$ cat src/rtl/instr_fetch_unit.sv
// Fetch stage with IF/ID pipeline register: PC, JMP resolution in fetch,
// stall hold and branch redirect/flush from a later stage.
module instr_fetch_unit #(
    parameter logic [31:0] RESET_PC = 32'h0000_0000,
    parameter logic [31:0] NOP_WORD = 32'h0000_0000
) (
    input  logic        clk,
    input  logic        rst,
    output logic [31:0] imem_addr,
    input  logic [31:0] imem_rdata,
    input  logic        stall,
    input  logic        branch_taken,
    input  logic [31:0] branch_target,
    output logic [31:0] if_id_instr,
    output logic [31:0] if_id_pc4,
    output logic        if_id_valid,
    output logic [5:0]  opcode,
    output logic [15:0] jump_count
);

    localparam int unsigned XLEN     = 32;
    localparam int unsigned OPC_W    = 6;
    localparam int unsigned JCNT_W   = 16;
    localparam logic [OPC_W-1:0] OPC_JMP = OPC_W'(8);

    logic [XLEN-1:0]   pc_q,          pc_d;
    logic [XLEN-1:0]   if_id_instr_q, if_id_instr_d;
    logic [XLEN-1:0]   if_id_pc4_q,   if_id_pc4_d;
    logic              if_id_valid_q, if_id_valid_d;
    logic [JCNT_W-1:0] jump_count_q,  jump_count_d;

    logic [XLEN-1:0]   pc4;
    logic [XLEN-1:0]   jmp_target;
    logic              fetch_is_jmp;
    logic              unused_target_lsbs;

    assign pc4                = pc_q + XLEN'(4);
    assign jmp_target         = {pc4[31:28], imem_rdata[25:0], 2'b00};
    assign fetch_is_jmp       = (imem_rdata[31:26] == OPC_JMP);
    // Redirect addresses are forced word aligned; the low bits are don't-care.
    assign unused_target_lsbs = ^branch_target[1:0];

    // Next-state selection: redirect > stall > JMP > sequential fetch.
    always_comb begin
        pc_d          = pc_q;
        if_id_instr_d = if_id_instr_q;
        if_id_pc4_d   = if_id_pc4_q;
        if_id_valid_d = if_id_valid_q;
        jump_count_d  = jump_count_q;

        if (branch_taken) begin
            pc_d          = {branch_target[31:2], 2'b00};
            if_id_instr_d = NOP_WORD;
            if_id_pc4_d   = '0;
            if_id_valid_d = 1'b0;
        end else if (stall) begin
            pc_d          = pc_q;
        end else if (fetch_is_jmp) begin
            pc_d          = jmp_target;
            if_id_instr_d = NOP_WORD;
            if_id_pc4_d   = pc4;
            if_id_valid_d = 1'b0;
            jump_count_d  = jump_count_q + JCNT_W'(1);
        end else begin
            pc_d          = pc4;
            if_id_instr_d = imem_rdata;
            if_id_pc4_d   = pc4;
            if_id_valid_d = 1'b1;
        end
    end

    always_ff @(posedge clk) begin
        if (rst) begin
            pc_q          <= RESET_PC;
            if_id_instr_q <= NOP_WORD;
            if_id_pc4_q   <= '0;
            if_id_valid_q <= 1'b0;
            jump_count_q  <= '0;
        end else begin
            pc_q          <= pc_d;
            if_id_instr_q <= if_id_instr_d;
            if_id_pc4_q   <= if_id_pc4_d;
            if_id_valid_q <= if_id_valid_d;
            jump_count_q  <= jump_count_d;
        end
    end

    assign imem_addr   = pc_q;
    assign if_id_instr = if_id_instr_q;
    assign if_id_pc4   = if_id_pc4_q;
    assign if_id_valid = if_id_valid_q;
    assign opcode      = if_id_instr_q[31:26];
    assign jump_count  = jump_count_q;

endmodule

$ cat config.mk
export PLATFORM = sky130hd
export DESIGN_NAME = instr_fetch_unit
export DESIGN_NICKNAME = d
export VERILOG_FILES = /design/src/rtl/instr_fetch_unit.sv
export SDC_FILE = /design/constraint.sdc
export NUM_CORES = 1
export LEC_CHECK = 0
export ABC_AREA = 1
export BUFFER_PORTS_ARGS = -buffer_cell sky130_fd_sc_hd__buf_2
export CORE_UTILIZATION = 25
export CTS_CLUSTER_SIZE = 16
export DETAILED_ROUTE_END_ITERATION = 8
export HOLD_SLACK_MARGIN = 0.06
export PLACE_DENSITY = 0.56
export SETUP_SLACK_MARGIN = 0.15
export SLEW_MARGIN = 5
export SYNTH_ARGS = -nofsm -noshare
export SYNTH_HDL_FRONTEND = slang
export SYNTH_SLANG_ARGS = --single-unit
$ cat constraint.sdc
create_clock -name clk -period 2.61 [get_ports clk]
set_clock_uncertainty 0.15 [all_clocks]
set_input_delay 0.522 -clock clk [delete_from_list [all_inputs] [get_ports clk]]
set_output_delay 0.522 -clock clk [all_outputs]
set_load 0.03 [all_outputs]
After elaboration in Yosys (flattened, before gate mapping)
Index checks and enable logic that the tools add are counted.
{"block": "word_totals", "regBits": 113, "inputBits": 68, "output_inout_bits": 119, "elab_cells": 19}
{"block": "classes", "addsub": 2, "eq_ne": 2, "mux": 5, "n_bitwise": 2, "reduce_logical": 2}
{"cell": "32-bit two-way mux", "n": 3}
{"cell": "32-bit by 3-bit adder with 32-bit output (second input constant)", "n": 1}
{"cell": "28-bit two-way mux", "n": 1}
{"cell": "16-bit by 1-bit adder with 16-bit output (second input constant)", "n": 1}
{"cell": "6-bit by 4-bit equality test with 1-bit output (second input constant)", "n": 1}
{"cell": "3-bit AND reduction", "n": 1}
{"cell": "2-bit by 1-bit != test with 1-bit output (second input constant)", "n": 1}
{"cell": "1-bit inverter", "n": 2}
{"cell": "2-bit OR reduction", "n": 1}
{"cell": "1-bit two-way mux", "n": 1}

Longest topological paths before layout
{"block": "logic_depth", "depth_word": 4, "mapped_depth": 12, "mapped_depth_nobuf": 12}

Worst setup path after synthesis
No wires, ideal clock.
{"block": "synth_path", "path_kind": "reg-to-reg", "start": "register pc_q[2], in the netlist imem_addr[2]", "end": "register pc_q[28], in the netlist imem_addr[28]", "setup_ns": 0.128, "arrival_time_ns": 1.710, "required_ns": 2.332, "path_slack_ns": 0.622, "path_stages_with_launch": 10, "path_buffers": 0, "cell_sequence": "dfxtp_1 -> ha_1 -> nand2_1 -> nor2_4 -> nand2_2 -> nor2_4 -> nand3_1 -> xor2_1 -> a21oi_1 -> nor2_1"}
{"block": "synth_between", "elab_chain_cells": 3}
{"element": "from (decl)", "line_no": "26", "text": "logic [XLEN-1:0] pc_q, pc_d;"}
{"element": "from (signal assigned)", "line_no": "80", "text": "pc_q <= pc_d;"}
{"element": "32-bit by 3-bit adder with 32-bit output", "line_no": "37", "text": "assign pc4 = pc_q + XLEN'(4);"}
{"element": "32-bit two-way mux", "line_no": "56", "text": "end else if (stall) begin"}
{"element": "32-bit two-way mux", "line_no": "51", "text": "if (branch_taken) begin"}
No other way between the ends. The select of a mux whose other input is x is not followed.
A chain may end at the register's enable or synchronous reset.

Worst setup path in the final report
{"block": "layout_path", "start": "register jump_count_q[0], in the netlist jump_count[0]", "end": "register jump_count_q[8], in the netlist jump_count[8]"}
{"block": "layout_between", "elab_chain_cells": 1}
{"element": "from (decl)", "line_no": "30", "text": "logic [JCNT_W-1:0] jump_count_q, jump_count_d;"}
{"element": "from (signal assigned)", "line_no": "84", "text": "jump_count_q <= jump_count_d;"}
{"element": "16-bit by 1-bit adder with 16-bit output", "line_no": "63", "text": "jump_count_d = jump_count_q + JCNT_W'(1);"}
No other way between the ends.

==> metrics <==
PortBufs 184; Max IR drop VDD 0.000397 V; final setup TNS 0 ps; Layout area overhead 30.3%; H-tree Lvls 4; CTS tree done; leakage 0.00374 uW; register bit total from synthesis 113; vias in the first global route 5596; CTS sink count 113; top cells by area, synth dfxtp_1, nand2_1, nor2_1, a21oi_1, inv_1; worst hold path type in -> reg; Max FO, Critical Path 5; Avg Inst Size Synth 6.51 um2; Startpoint Class flip-flop; DR vias/cell 4.43; RSZ-0062 raised after global routing false; Clock Latency Late Sink 410 ps; sequential area share after synthesis 0.390; post_cts resized 0; worst flop-to-flop path startpoint jump_count[0]; ratio of cells with drive above 1 in the final layout 0.237; first-pass GRT wire length 32.1 mm; Clock Tree Buf Depth 2; mapped cell area 5800 um2; period utilization 0.807; Arr. time, crit path 2260 ps; Antenna Nets Post-Route 0; max cap viols 0; synth unique cells 37; routability cong. 0.857; Slew Limit Fails 0; predominant post-synthesis flop cell dfxtp_1; top-area cell type share of the netlist area 0.390; Worst path max stage delay 620 ps; Fmax 0.475 GHz; Crit Path Class reg -> reg; initial drt markers 400; antenna violations before repair 3; Setup Viol. Count Final 0; status finished, final reports clean; most instantiated cells after synthesis nand2_1, dfxtp_1, nor2_1, inv_1, a21oi_1; placed cell count 1328; Vias 6036; total track usage 0.178; largest net degree at the start of global routing 50; R2R Setup Slk 500 ps; count leader, synth nand2_1; Die Width 154 um; Filler cells 2534; end point of the critical path jump_count[8]; CTS Buf Count 17; Mapped Cells 891; number of setup buffers added after CTS 0; post-DP HPWL 15.7 mm; Final nets 1132; Worst setup EP type flip-flop; core area 22700 um2; root buffer cell clkbuf_16; Post-synth EDFFs 0; grt total ovfl 0; Net Count, Synth 961; Critical Path Start jump_count[0]; Ys Warns 0; routed length per instance 15.4 um; drt pass-1 iters 5; final worst path period need 2110 ps; # hold bufs at CTS 0; row cnt 55; Fin. Hold Viols 0; async set-reset flop share out of synthesis 0; die area 23800 um2; clock slew at reported path FFs 60 ps; Max-Slew Margin vs Limit 0.510; WL final 20.9 mm; Worst-Margin Slew 728 ps; Worst Reg2Reg Path Length in Cells 6; final worst slack 504 ps; initial core utilization 0.255; CP Data Required Time 2770 ps; CP Cell Sequence ha_1, inv_1, nor4_1, nand4_1, o21ai_0, a21oi_1; Finished Layout Cells 1362; IO Count 187; pre-CTS WS 425 ps; CP max-delay cell nor4_1; r2r endpoint jump_count[8]; pwr/cell area 632 nW/um2; Die Y 154 um; area leader, netlist dfxtp_1; # DRC 0
placed cells by master (no fill, tap or decap), drive strengths merged, types with 7 or more instances in the layout:
master,Yosys,routed
nand2,286,286
buf,30,200
nor2,124,124
dfxtp,113,113
inv,94,94
a21oi,77,77
o21ai,59,59
nand3,36,36
clkbuf,18,21
xor2,19,19
nor3,7,7
worst min-delay path by stage:
stage	startpoint	cells after the start	endpoint	slack (ps)
final	imem_rdata[20]	3	if_id_instr[20]	220
after global routing	imem_rdata[18]	3	if_id_instr[18]	210
after CTS	imem_rdata[2]	3	if_id_instr[2]	210
after detailed placement	imem_addr[0]	2	imem_addr[0]	300
after global placement	imem_addr[0]	2	imem_addr[0]	300
after floorplan	imem_addr[1]	2	imem_addr[1]	280
through the flow:
step | utilization | hold slack [ps] | total power (uW) | cell area [um2]
after floorplan | - | 281 | 2240 | 5800
after global placement | 0.307 | 298 | 2460 | 6960
after detailed placement | 0.307 | 301 | 2470 | 6960
after CTS | 0.332 | 206 | 4830 | 7550
after global routing | 0.332 | 212 | 4970 | 7550
final | 0.333 | 222 | 4780 | 7550
kinds of logic after synthesis:
group / Yosys count / synth area share
and+or+nand+nor: 465 / 0.336
AOI/OAI and AO/OA: 146 / 0.129
buffers and inverters: 143 / 0.104
DFF: 113 / 0.390
xor gates and xnor gates: 22 / 0.0358
adders and majority gates: 2 / 0.00432
where the power goes:
group	internal [uW]	total [uW]	switching (uW)	leakage [uW]
logic	174	586	412	0.00254
registers	1790	1840	53.3	0.000922
clock network	1520	2350	834	0.000283
total	3480	4780	1300	0.00374
flip-flops by register name, indices dropped and copies added (netlist names):
signal       count
if_id_pc4       32
if_id_instr     32
jump_count      16
if_id_valid      1
imem_addr       32
critical path: cells and delay by family (launching register included):
kind | cells | cell delay, ps
AOI/OAI and AO/OA | 2 | 250
buffers and inverters | 1 | 80
DFF | 1 | 420
adders and majority gates | 1 | 270
and+or+nand+nor | 2 | 830
routing by layer:
metal	global-route usage	up-vias	wire, um
li1	-	3127	-
met1	0.234	2715	9710
met2	0.287	171	9610
met3	0.0518	19	1370
met4	0.0448	4	230
met5	0	-	24
area by class of cell:
class                   count  area [um2]  share of cell area
flip-flops and latches    113        2260               0.299
multi-input cells         635        2930               0.388
clock buffers              21         450              0.0596
diodes                      2        5.00            0.000662
inverters                  95         357              0.0472
repair buffers            200        1050               0.139
clock inverters            11         138              0.0182
well taps                 285         357              0.0472
No activity file was read; power rests on OpenSTA's default activity.
